File: config.mk
export PLATFORM = sky130hd
export DESIGN_NAME = comp8_max_seq
export DESIGN_NICKNAME = d
export VERILOG_FILES = /design/src/rtl/comp8_max_seq.sv
export SDC_FILE = /design/constraint.sdc
export NUM_CORES = 1
export LEC_CHECK = 0
export ABC_AREA = 1
export CAP_MARGIN = 20
export CORE_MARGIN = 2
export CORE_UTILIZATION = 45
export CTS_CLUSTER_SIZE = 8
export DETAILED_ROUTE_END_ITERATION = 10
export GPL_ROUTABILITY_DRIVEN = 0
export PLACE_DENSITY = 0.75
export SYNTH_ARGS = -nofsm -noshare
export SYNTH_HDL_FRONTEND = slang
export SYNTH_HIERARCHICAL = 1
export SYNTH_SLANG_ARGS = --single-unit
File: constraint.sdc
create_clock -name clk -period 1.6 [get_ports clk]
set_input_delay 0.32 -clock clk [delete_from_list [all_inputs] [get_ports clk]]
set_output_delay 0.32 -clock clk [all_outputs]
set_load 0.005 [all_outputs]
File: src/rtl/comp8_max_seq.sv
// Stream max/argmax through one shared COMP8 (min/argmin when COMP8_MAX_SEQ_MIN_EN is defined); result valid one cycle after the last beat.
// in_ready is high only while loading/scanning, and the result is held until out_ready; all outputs come from registers or the state decode.

module comp8 (
  input  logic [7:0] x_a,
  input  logic [7:0] x_b,
  output logic       wx
);
  assign wx = (x_a > x_b);
endmodule

module comp8_max_seq #(
  parameter int IDX_W = 4
) (
  input  logic             clk,
  input  logic             rst_n,
  input  logic             start,
  input  logic [IDX_W-1:0] len_m1,
  input  logic             in_valid,
  output logic             in_ready,
  input  logic [7:0]       in_data,
  output logic             out_valid,
  input  logic             out_ready,
  output logic [7:0]       out_val,
  output logic [IDX_W-1:0] out_idx,
  output logic             busy
);

  typedef enum logic [1:0] {IDLE, LOAD, SCAN, DONE} state_t;

  state_t           state;
  logic [IDX_W-1:0] len_q;
  logic [IDX_W:0]   cnt;
  logic [7:0]       best_val;
  logic [IDX_W-1:0] best_idx;
  logic             wx;
  logic             beat;

`ifdef COMP8_MAX_SEQ_MIN_EN
  comp8 u_comp8 (.x_a(best_val), .x_b(in_data), .wx(wx));
`else
  comp8 u_comp8 (.x_a(in_data), .x_b(best_val), .wx(wx));
`endif

  assign in_ready  = (state == LOAD) || (state == SCAN);
  assign out_valid = (state == DONE);
  assign busy      = (state != IDLE);
  assign out_val   = best_val;
  assign out_idx   = best_idx;
  assign beat      = in_valid & in_ready;

  always_ff @(posedge clk or negedge rst_n) begin
    if (!rst_n) begin
      state    <= IDLE;
      len_q    <= '0;
      cnt      <= '0;
      best_val <= '0;
      best_idx <= '0;
    end else begin
      case (state)
        IDLE: begin
          if (start) begin
            len_q <= len_m1;
            cnt   <= '0;
            state <= LOAD;
          end
        end
        LOAD: begin
          if (beat) begin
            best_val <= in_data;
            best_idx <= '0;
            cnt      <= (IDX_W+1)'(1);
            state    <= (len_q == '0) ? DONE : SCAN;
          end
        end
        SCAN: begin
          if (beat) begin
            // strict compare: ties keep the earlier index
            if (wx) begin
              best_val <= in_data;
              best_idx <= cnt[IDX_W-1:0];
            end
            cnt <= cnt + (IDX_W+1)'(1);
            if (cnt == {1'b0, len_q}) state <= DONE;
          end
        end
        DONE: begin
          if (out_ready) state <= IDLE;
        end
        default: state <= IDLE;
      endcase
    end
  end

endmodule

Yosys cells after proc, flatten, opt, wreduce, memory -nomap -nowiden
Index checks and enable logic that the tools add are counted.
Widths: inputs -> output; s select.
- input bits: 17
- logic and storage cells: 47
- output and inout port bits: 15
- register bits after elaboration: 23
- magnitude comparators: 1
- add/sub/neg operators: 1
- bitwise logic cells: 1
- equality and inequality tests: 10
- reductions and logical operators: 10
- muxes and demuxes: 19
- operators by type and width (operator ; count):
    $mux 8 ; 3
    $pmux 8 s2 ; 1
    $mux 5 ; 3
    $pmux 5 s3 ; 1
    $mux 4 ; 3
    $mux 2 ; 5
    $gt 8x8->1 ; 1
    $pmux 2 s4 ; 1
    $pmux 4 s2 ; 1
    $reduce_and 4->1 ; 2
    $ne 2x1->1 const B ; 3
    $ne 2x2->1 const B ; 3
    $add 5x1->5 const B ; 1
    $eq 5x4->1 ; 1
    $reduce_and 5->1 ; 1
    $eq 2x2->1 const B ; 2
    $logic_not 4->1 ; 1
    $reduce_bool 2->1 ; 2
    $reduce_bool 3->1 ; 1
    $eq 2x1->1 const B ; 1
    $logic_not 2->1 ; 1
    $reduce_and 2->1 ; 1
    $and 1x1->1 ; 1
    $logic_or 1x1->1 ; 1
    $mux 1 ; 1

Depth between registers and ports, before layout
- depth in word-level cells: 5
- depth in mapped cells: 14
- mapped depth without buffers: 13

Modules after synthesis
The synthesis kept the hierarchy.
- modules (own cells, without submodules) (module ; area an instance (µm²) ; sequential area each (µm²) ; times used ; cells an instance):
    comp8_max_seq ; 1234.9 ; 575.6 ; 1 ; 146
    comp8 ; 217.7 ; 0.0 ; 1 ; 36

Least setup slack after synthesis
No wires, ideal clock.
- path type: reg2reg
- from: reg best_val[7] (netlist: out_val[7])
- to: reg best_val[0] (netlist: out_val[0])
- stages on the path, launching flop included: 12
- path buffers: 1
- slack: -0.073 ns
- clock period less this slack: 1.673 ns
- data arrival time: 1.556 ns
- path through: dfrtp_1 inv_1 ha_1 nand2_1 nor2_2 nand3_1 nor2_1 a21oi_1 o211a_4 buf_6 nand3_1 nand2_1
- longest elaborated chain between the ends: 3
- ends and longest elaborated chain (what ; line ; RTL):
    start, declared ; 34 ; logic [7:0] best_val;
    start signal, assigned ; 70 ; best_val <= in_data;
    start signal, assigned ; 80 ; best_val <= in_data;
    $gt 8x8->1 ; 9 ; assign wx = (x_a > x_b);
    net wx ; 36 ; logic wx;
    $ne 2x1->1 (no source line) ; - ;
    $reduce_and 4->1 (no source line) ; - ;
The timed path passes the listed nets, and every way through them passes these cells.
A chain may end at the register's enable or synchronous reset.

Final worst setup path
- from: reg best_val[4] (netlist: out_val[4])
- to: reg best_val[6] (netlist: out_val[6])
The elaborated chain is that of the path after synthesis.

==> tab_implementation.tex <==
\begin{tabular}{lr}
\hline
Metric & Value \\
\hline
\multicolumn{2}{l}{\textbf{Clocking}} \\
\quad CTS sink cnt & 23 \\
\quad Inserted Clock Buffers & 3 \\
\quad Deepest level of the CTS H-tree & 1 \\
\quad CTS tree & built \\
\quad Root Driver & clkbuf\_4 \\
\quad Clock-pin slew on the worst setup and hold paths & about 0.14 ns \\
\quad Clock network latency to the later pin of the worst-skew pair & about 0.32 ns \\
\quad CTS Buffer Depth & 2 \\
\multicolumn{2}{l}{\textbf{Power}} \\
\quad Power density cells & 1753 nW/um\^{}2 \\
\quad Leakage power figure & roughly 1.1 nW \\
\quad Design Power & 0.003819 W \\
\quad Worst IR Drop VDD & approximately 1.2 mV \\
\multicolumn{2}{l}{\textbf{STA}} \\
\quad Number of pins with negative max-slew slack in the final report & 0 \\
\quad Fin Setup TNS & -1.550 ns \\
\quad Final number of setup-violating endpoints & 12 \\
\quad Final hold violation count & 0 \\
\quad Fraction of the cycle the final worst path needs & 1.116 \\
\quad Unrepaired setup endpoints after global routing & true \\
\quad Final worst clock skew & about 0.0045 ns \\
\quad Slew at the pin closest to its max-slew limit & approximately 0.29 ns \\
\quad Achievable clock frequency & 0.5601 GHz \\
\quad Headroom to the max-slew limit & 0.8040 \\
\quad Time the final worst path needs with I/O delays and setup & between 1.5 and 2 ns \\
\quad Final worst slack & -0.1855 ns \\
\multicolumn{2}{l}{\textbf{Global routing}} \\
\quad Via count of the first global-routing pass & around 1300 \\
\quad Largest net degree at the start of global routing & 24 \\
\quad Number of antenna violations at the first check in global routing & 0 \\
\quad Sum of overflow across all layers after global routing & 0 \\
\quad Global-route total usage across every layer & 0.1971 \\
\quad Wire length of the first global-routing pass & $\sim$5400 um \\
\multicolumn{2}{l}{\textbf{Synthesis}} \\
\quad Synthesized netlist net count & 213 \\
\quad Yosys warns & 6 \\
\quad \#FFs+latches synth & 23 \\
\quad Gate Count Post-Synth & between 150 and 200 \\
\quad Synth Area per Inst & roughly 8 sq um \\
\quad Cell area after synthesis & 1453 sq um \\
\quad Proportion of synthesized chip area in sequential cells & 0.3962 \\
\quad Yosys cell types & 24 \\
\multicolumn{2}{l}{\textbf{Drt}} \\
\quad First-pass iteration count of the detailed router & 4 \\
\quad Antenna-violating nets left & 0 \\
\quad Count of unresolved DRC violations after routing & 0 \\
\quad Violation count after the first detailed-routing iteration & 45 \\
\quad Total Routed Length & approximately 3400 um \\
\quad Via count & roughly 1400 \\
\quad Via-to-Cell Ratio & $\sim$4.8 \\
\quad Detail-routed net length per standard cell & about 12 um \\
\multicolumn{2}{l}{\textbf{Layout}} \\
\quad Final design utilization & 0.7135 \\
\quad Ant. Diodes & 0 \\
\quad Number of nets in the layout & 275 \\
\quad Most frequent cells in the layout & 47 x nand2\_1, 27 x buf\_4, 23 x dfrtp\_1 \\
\quad Share of final-layout standard cells stronger than drive strength 1 & 0.3128 \\
\quad Post-synthesis to final-layout area growth & 49.96\% \\
\quad Commonest non-fill, non-tap cell in the layout & nand2\_1 \\
\multicolumn{2}{l}{\textbf{Run status}} \\
\quad Violations in the final reports & negative setup slack \\
\quad Outcome & finished, violations left \\
\multicolumn{2}{l}{\textbf{Place}} \\
\quad Hpwl dp & about 2400 um \\
\quad Count of input and output buffers & 31 \\
\quad Pre-CTS setup slack & -0.5471 ns \\
\multicolumn{2}{l}{\textbf{Worst setup path}} \\
\quad Critical Path Start Type & flop \\
\quad Data arrival, critical path & 2.01 ns \\
\quad Start-to-end type of the worst setup path & flop to flop \\
\quad Crit Path Max Fanout & 8 \\
\quad Required time at the endpoint of the critical path & around 1.8 ns \\
\quad Nature of the critical path endpoint & flop \\
\multicolumn{2}{l}{\textbf{Run}} \\
\quad Max Cap Violations & 0 \\
\multicolumn{2}{l}{\textbf{Floorplanning}} \\
\quad Number of top-level design ports & 32 \\
\quad Placeable core region & between 3000 and 4000 sq um \\
\quad Overall die height & between 60 and 70 um \\
\quad Die Footprint & around 3700 sq um \\
\quad Site Rows & 20 \\
\quad Overall die width & 60.82 um \\
\quad Starting Density & 0.4758 \\
\multicolumn{2}{l}{\textbf{Min path}} \\
\quad Worst min-delay path class & input port to async pin \\
\hline
\end{tabular}
[routing by layer]
layer  global-route usage  vias up  wire length (um)
met5                    0        -                 0
met4              0.07143        0                39
met3              0.02132        4               157
met2               0.3349       42              1638
met1               0.2609      624              1530
li1                     -      700                 -
[per-stage QoR]
stage,cells,hold slack (ns),instance area (sq um)
global placement,278,0.4643,1971
finish,287,0.3467,2178
detailed placement,278,0.4709,1971
global route,287,0.3570,2178
floorplan,182,0.02441,1453
CTS,284,0.3454,2046
[synthesized netlist by cell type]
cell type  count  area [sq um]
o21ai_1        1         5.000
buf_6          2         22.52
clkbuf_2       1         5.000
inv_1         23         86.33
nor2_2         2         12.51
nand3_1       21         105.1
nand4_1        2         12.51
mux2_2         2         22.52
xor2_1         4         35.03
inv_2          2         7.510
nor2_1        12         45.04
nand2_4        1         11.26
buf_4          1         7.510
nand2_2        3         18.77
or2_2          1         6.260
o211a_4        1         17.52
o21ai_0        6         30.03
ha_1          14         175.2
a21o_2         1         8.760
nand3_2        1         10.01
nand2_1       51         191.4
nor2_4         1         11.26
dfrtp_1       23         575.6
a21oi_1        6         30.03
[worst max-delay path, stage by stage, from the launching register on]
cell	delay [ns]
dfrtp_1	0.37
inv_1	0.07
ha_4	0.27
nand2_4	0.05
nor2_4	0.11
nand3_2	0.08
nor2_2	0.12
a21oi_2	0.04
o211a_4	0.29
buf_12	0.15
nand3_1	0.07
nand2_1	0.07
[cell type report]
| cell class | instances | area (sq um) |
|---|---|---|
| clock buffers | 3 | 22.52 |
| clock inverters | 1 | 7.507 |
| fillers | 268 | 874.6 |
| inverters | 25 | 93.84 |
| multi-input cells | 130 | 890.9 |
| flip-flops and latches | 23 | 575.6 |
| well taps | 44 | 55.05 |
| repair buffers | 61 | 533.0 |
[where the power goes]
part / internal (W) / total [W] / switching [W]
Sequential: 0.000791 / 0.000923 / 0.000132
Combinational: 0.00126 / 0.00261 / 0.00136
Clock: 0.0000954 / 0.000283 / 0.000188
Total: 0.00214 / 0.00382 / 0.00168
[kinds of logic after synthesis]
kind of cell | synth area share
xor+xnor | 0.02411
compound gates | 0.06288
fa+ha+maj | 0.1206
mux | 0.01550
simple gates | 0.2920
flops | 0.3962
buf+inv | 0.08871
[path summary, 6_finish.rpt]
path | slack (ns) | to | depth (start not counted) | start
max | -0.19 | out_val[6] | 11 | out_val[4]
min | 0.35 | out_val[4] | 2 | rst_n
max reg2reg | -0.19 | out_val[6] | 11 | out_val[4]
min reg2reg | 0.50 | out_idx[1] | 2 | out_idx[1]
max in group asynchronous | 1.02 | state[0] | 2 | rst_n
min in group clk | 0.43 | out_val[4] | 4 | in_data[4]
[sequential cells by signal, summed over array words and instances (netlist names)]
signal,cells
state,2
out_idx,4
cnt,5
out_val,8
len_q,4
[timing repair]
item                       CTS  global route
gates resized for setup     28            31
pin swaps                    4            11
hold buffers                 0             0
setup buffers                2             3
setup endpoints to repair   22            22
Power figures use the tool's default switching activity.
==> variant: new RTL, same flow settings <==
The parameter `IDX_W` goes from 4 to 3.
--- a/src/rtl/comp8_max_seq.sv
+++ b/src/rtl/comp8_max_seq.sv
@@ -10,7 +10,7 @@
 endmodule
 
 module comp8_max_seq #(
-  parameter int IDX_W = 4
+  parameter int IDX_W = 3
 ) (
   input  logic             clk,
   input  logic             rst_n,
Interface: changed (resized len_m1 and out_idx); port bits go from 32 to 30. No check against the original RTL was run, so the function may have changed too.
==> variant against the original RTL <==
  * Sequential cell count down 3
  * Total power increased by 5.5%
  * Routed wire length up 2.1%
  * Critical endpoint is now out_val[5]$_DFFE_PN0P_
  * Cell area down 7.9%
  * Setup slack got worse by 0.058 ns
  * The flow still finishes with violations (setup timing)
  * Synthesized area decreased by 7.9%
  * Clock skew shrank 0.0022 ns
  * Largest power group unchanged
  * Core utilization up 0.76 points
==> variant: results <==
group,metric,value,unit
detailed_routing,drt_iter0_drc,28,
grt,grt_pass1_wl,5710,µm
placed_design,numPortBuffers,29,
timing,setup-violations-final,11,
logic_synthesis,synth_common_cells,"49 x nand2_1, 26 x inv_1, 20 x dfrtp_1",
setup_path,crit_end,"out_val[5]$_DFFE_PN0P_",
pwr,ir_drop,0.00146,V
run_status,status,"finished, violations left",
detailed_routing,via_per_inst,5.07,
clock_tree,cts_max_level,1,
pwr,switching_share,44.0,%
timing,timing.final.ws_setup,-0.244,ns
grt,gr-usage-met1,23.2,%
setup_path,critPathMaxFanout,8,
logic_synthesis,async_reset_ff_share,100,%
detailed_routing,route.met3.wl,169,µm
grt,groute.usage.overall,21.9,%
setup_path,cp_slowest_stage_delay,0.40,ns
grt,grt_pass1_vias,1390,
detailed_routing,wl_met2,1820,µm
logic_synthesis,syn_nets,204,
run_status,violations,"setup timing",
setup_path,startpoint,"out_val[5]$_DFFE_PN0P_",
clock_tree,clk_pin_slew,0.12,ns
timing,worst_pin_slew,0.343,ns
layout,fin_nets,260,
placed_design,hpwl,2330,µm
logic_synthesis,synthTopCellsByArea,"dfrtp_1 37%, nand2_1 14%, ha_1 13%",
logic_synthesis,ys_seq_area_share,37.4,%
grt,grt.met3_usage,3.96,%
grt,grt_max_degree,21,
detailed_routing,firstDrtPassIters,4,
pwr,leakagePower,1.05,nW
detailed_routing,m1WireLength,1330,µm
setup_path,arrival,2.10,ns
layout,drive_above_1_share,34.5,%
timing,fin_skew,0.00236,ns
timing,tns,-2.54,ns
clock_tree,insertion_delay,0.30,ns
logic_synthesis,synthDistinctLibCells,19,
grt,use_met2,41.3,%
detailed_routing,avgRoutedWirePerCell,13.2,µm
setup_path,cp_slowest_cell,"dfrtp_1",
==> variant: cell count changes after synthesis, moves of 2 or more <==
cell / unedited run / this run
a21oi_1: 6 / 9
dfrtp_1: 23 / 20
inv_1: 23 / 26
inv_2: 2 / 0
mux2_2: 2 / 0
nand2_1: 51 / 49
nand2_2: 3 / 10
nand3_1: 21 / 17
xor2_1: 4 / 0
==> variant: power groups by stage <==
stage	Sequential, W	Combinational, W	Clock (W)
after global routing	0.000856	0.00309	0.000449
final	0.000828	0.00279	0.000414
after global placement	0.000813	0.00220	0
after floorplan	0.000860	0.00139	0
after detailed placement	0.000821	0.00229	0
after CTS	0.000819	0.00250	0.000426
==> variant: cell families (layout without fill, tap and decap cells) <==
group                      count (synthesis)  after routing  share of synthesized area [%]
AOI/OAI and AO/OA                         17             17                           7.48
buffers and inverters                     30             84                           11.0
adders and majority gates                 14             14                           13.1
DFF                                       20             20                           37.4
and+or+nand+nor                           93             94                           31.0
==> variant: per-stage QoR <==
stage	hold slack, ns	area [µm²]	cells	worst slack, ns	total power (W)
6_report	0.348	2010	260	-0.244	0.00403
5_1_grt	0.352	2010	260	-0.355	0.00440
4_1_cts	0.351	1910	257	-0.243	0.00374
3_5_place_dp	0.487	1760	249	-0.597	0.00311
3_3_place_gp	0.481	1760	249	-0.478	0.00302
2_1_floorplan	0.0244	1340	174	-0.0635	0.00225
==> variant: layout make-up <==
type | count | area, µm²
tap | 31 | 38.8
clock inverter | 1 | 30.0
multi-input combinational | 125 | 857
fill | 230 | 776
timing repair buffer | 54 | 459
sequential | 20 | 500
clock buffer | 3 | 22.5
inverter | 26 | 97.6
==> variant: worst min-delay path by stage <==
| stage | start | end | slack [ns] | cells past startpoint |
|---|---|---|---|---|
| finish | rst_n | out_val[3]$_DFFE_PN0P_ | 0.35 | 2 |
| global route | rst_n | out_val[3]$_DFFE_PN0P_ | 0.35 | 2 |
| CTS | rst_n | out_val[3]$_DFFE_PN0P_ | 0.35 | 2 |
| detailed placement | out_idx[2]$_DFFE_PN0P_ | out_idx[2]$_DFFE_PN0P_ | 0.49 | 2 |
| global placement | out_idx[1]$_DFFE_PN0P_ | out_idx[1]$_DFFE_PN0P_ | 0.48 | 2 |
| floorplan | rst_n | cnt[0]$_DFFE_PN0P_ | 0.02 | 0 |
==> variant: worst reg2reg max path, stage by stage, from the launching register on <==
cell     delay (ns)
dfrtp_1        0.40
inv_2          0.06
ha_4           0.27
nand2_2        0.06
nor2_2         0.12
nand2_1        0.09
a21oi_2        0.16
inv_2          0.06
a21oi_4        0.25
buf_6          0.19
nand3_2        0.07
nand2_1        0.07
==> variant: timing repair <==
action	4_1_cts	5_1_grt
resized for setup	41	22
setup endpoints to repair	21	20
pin swaps	25	18
endpoints found under the hold margin	0	0
setup buffers	3	3
cloned	1	0
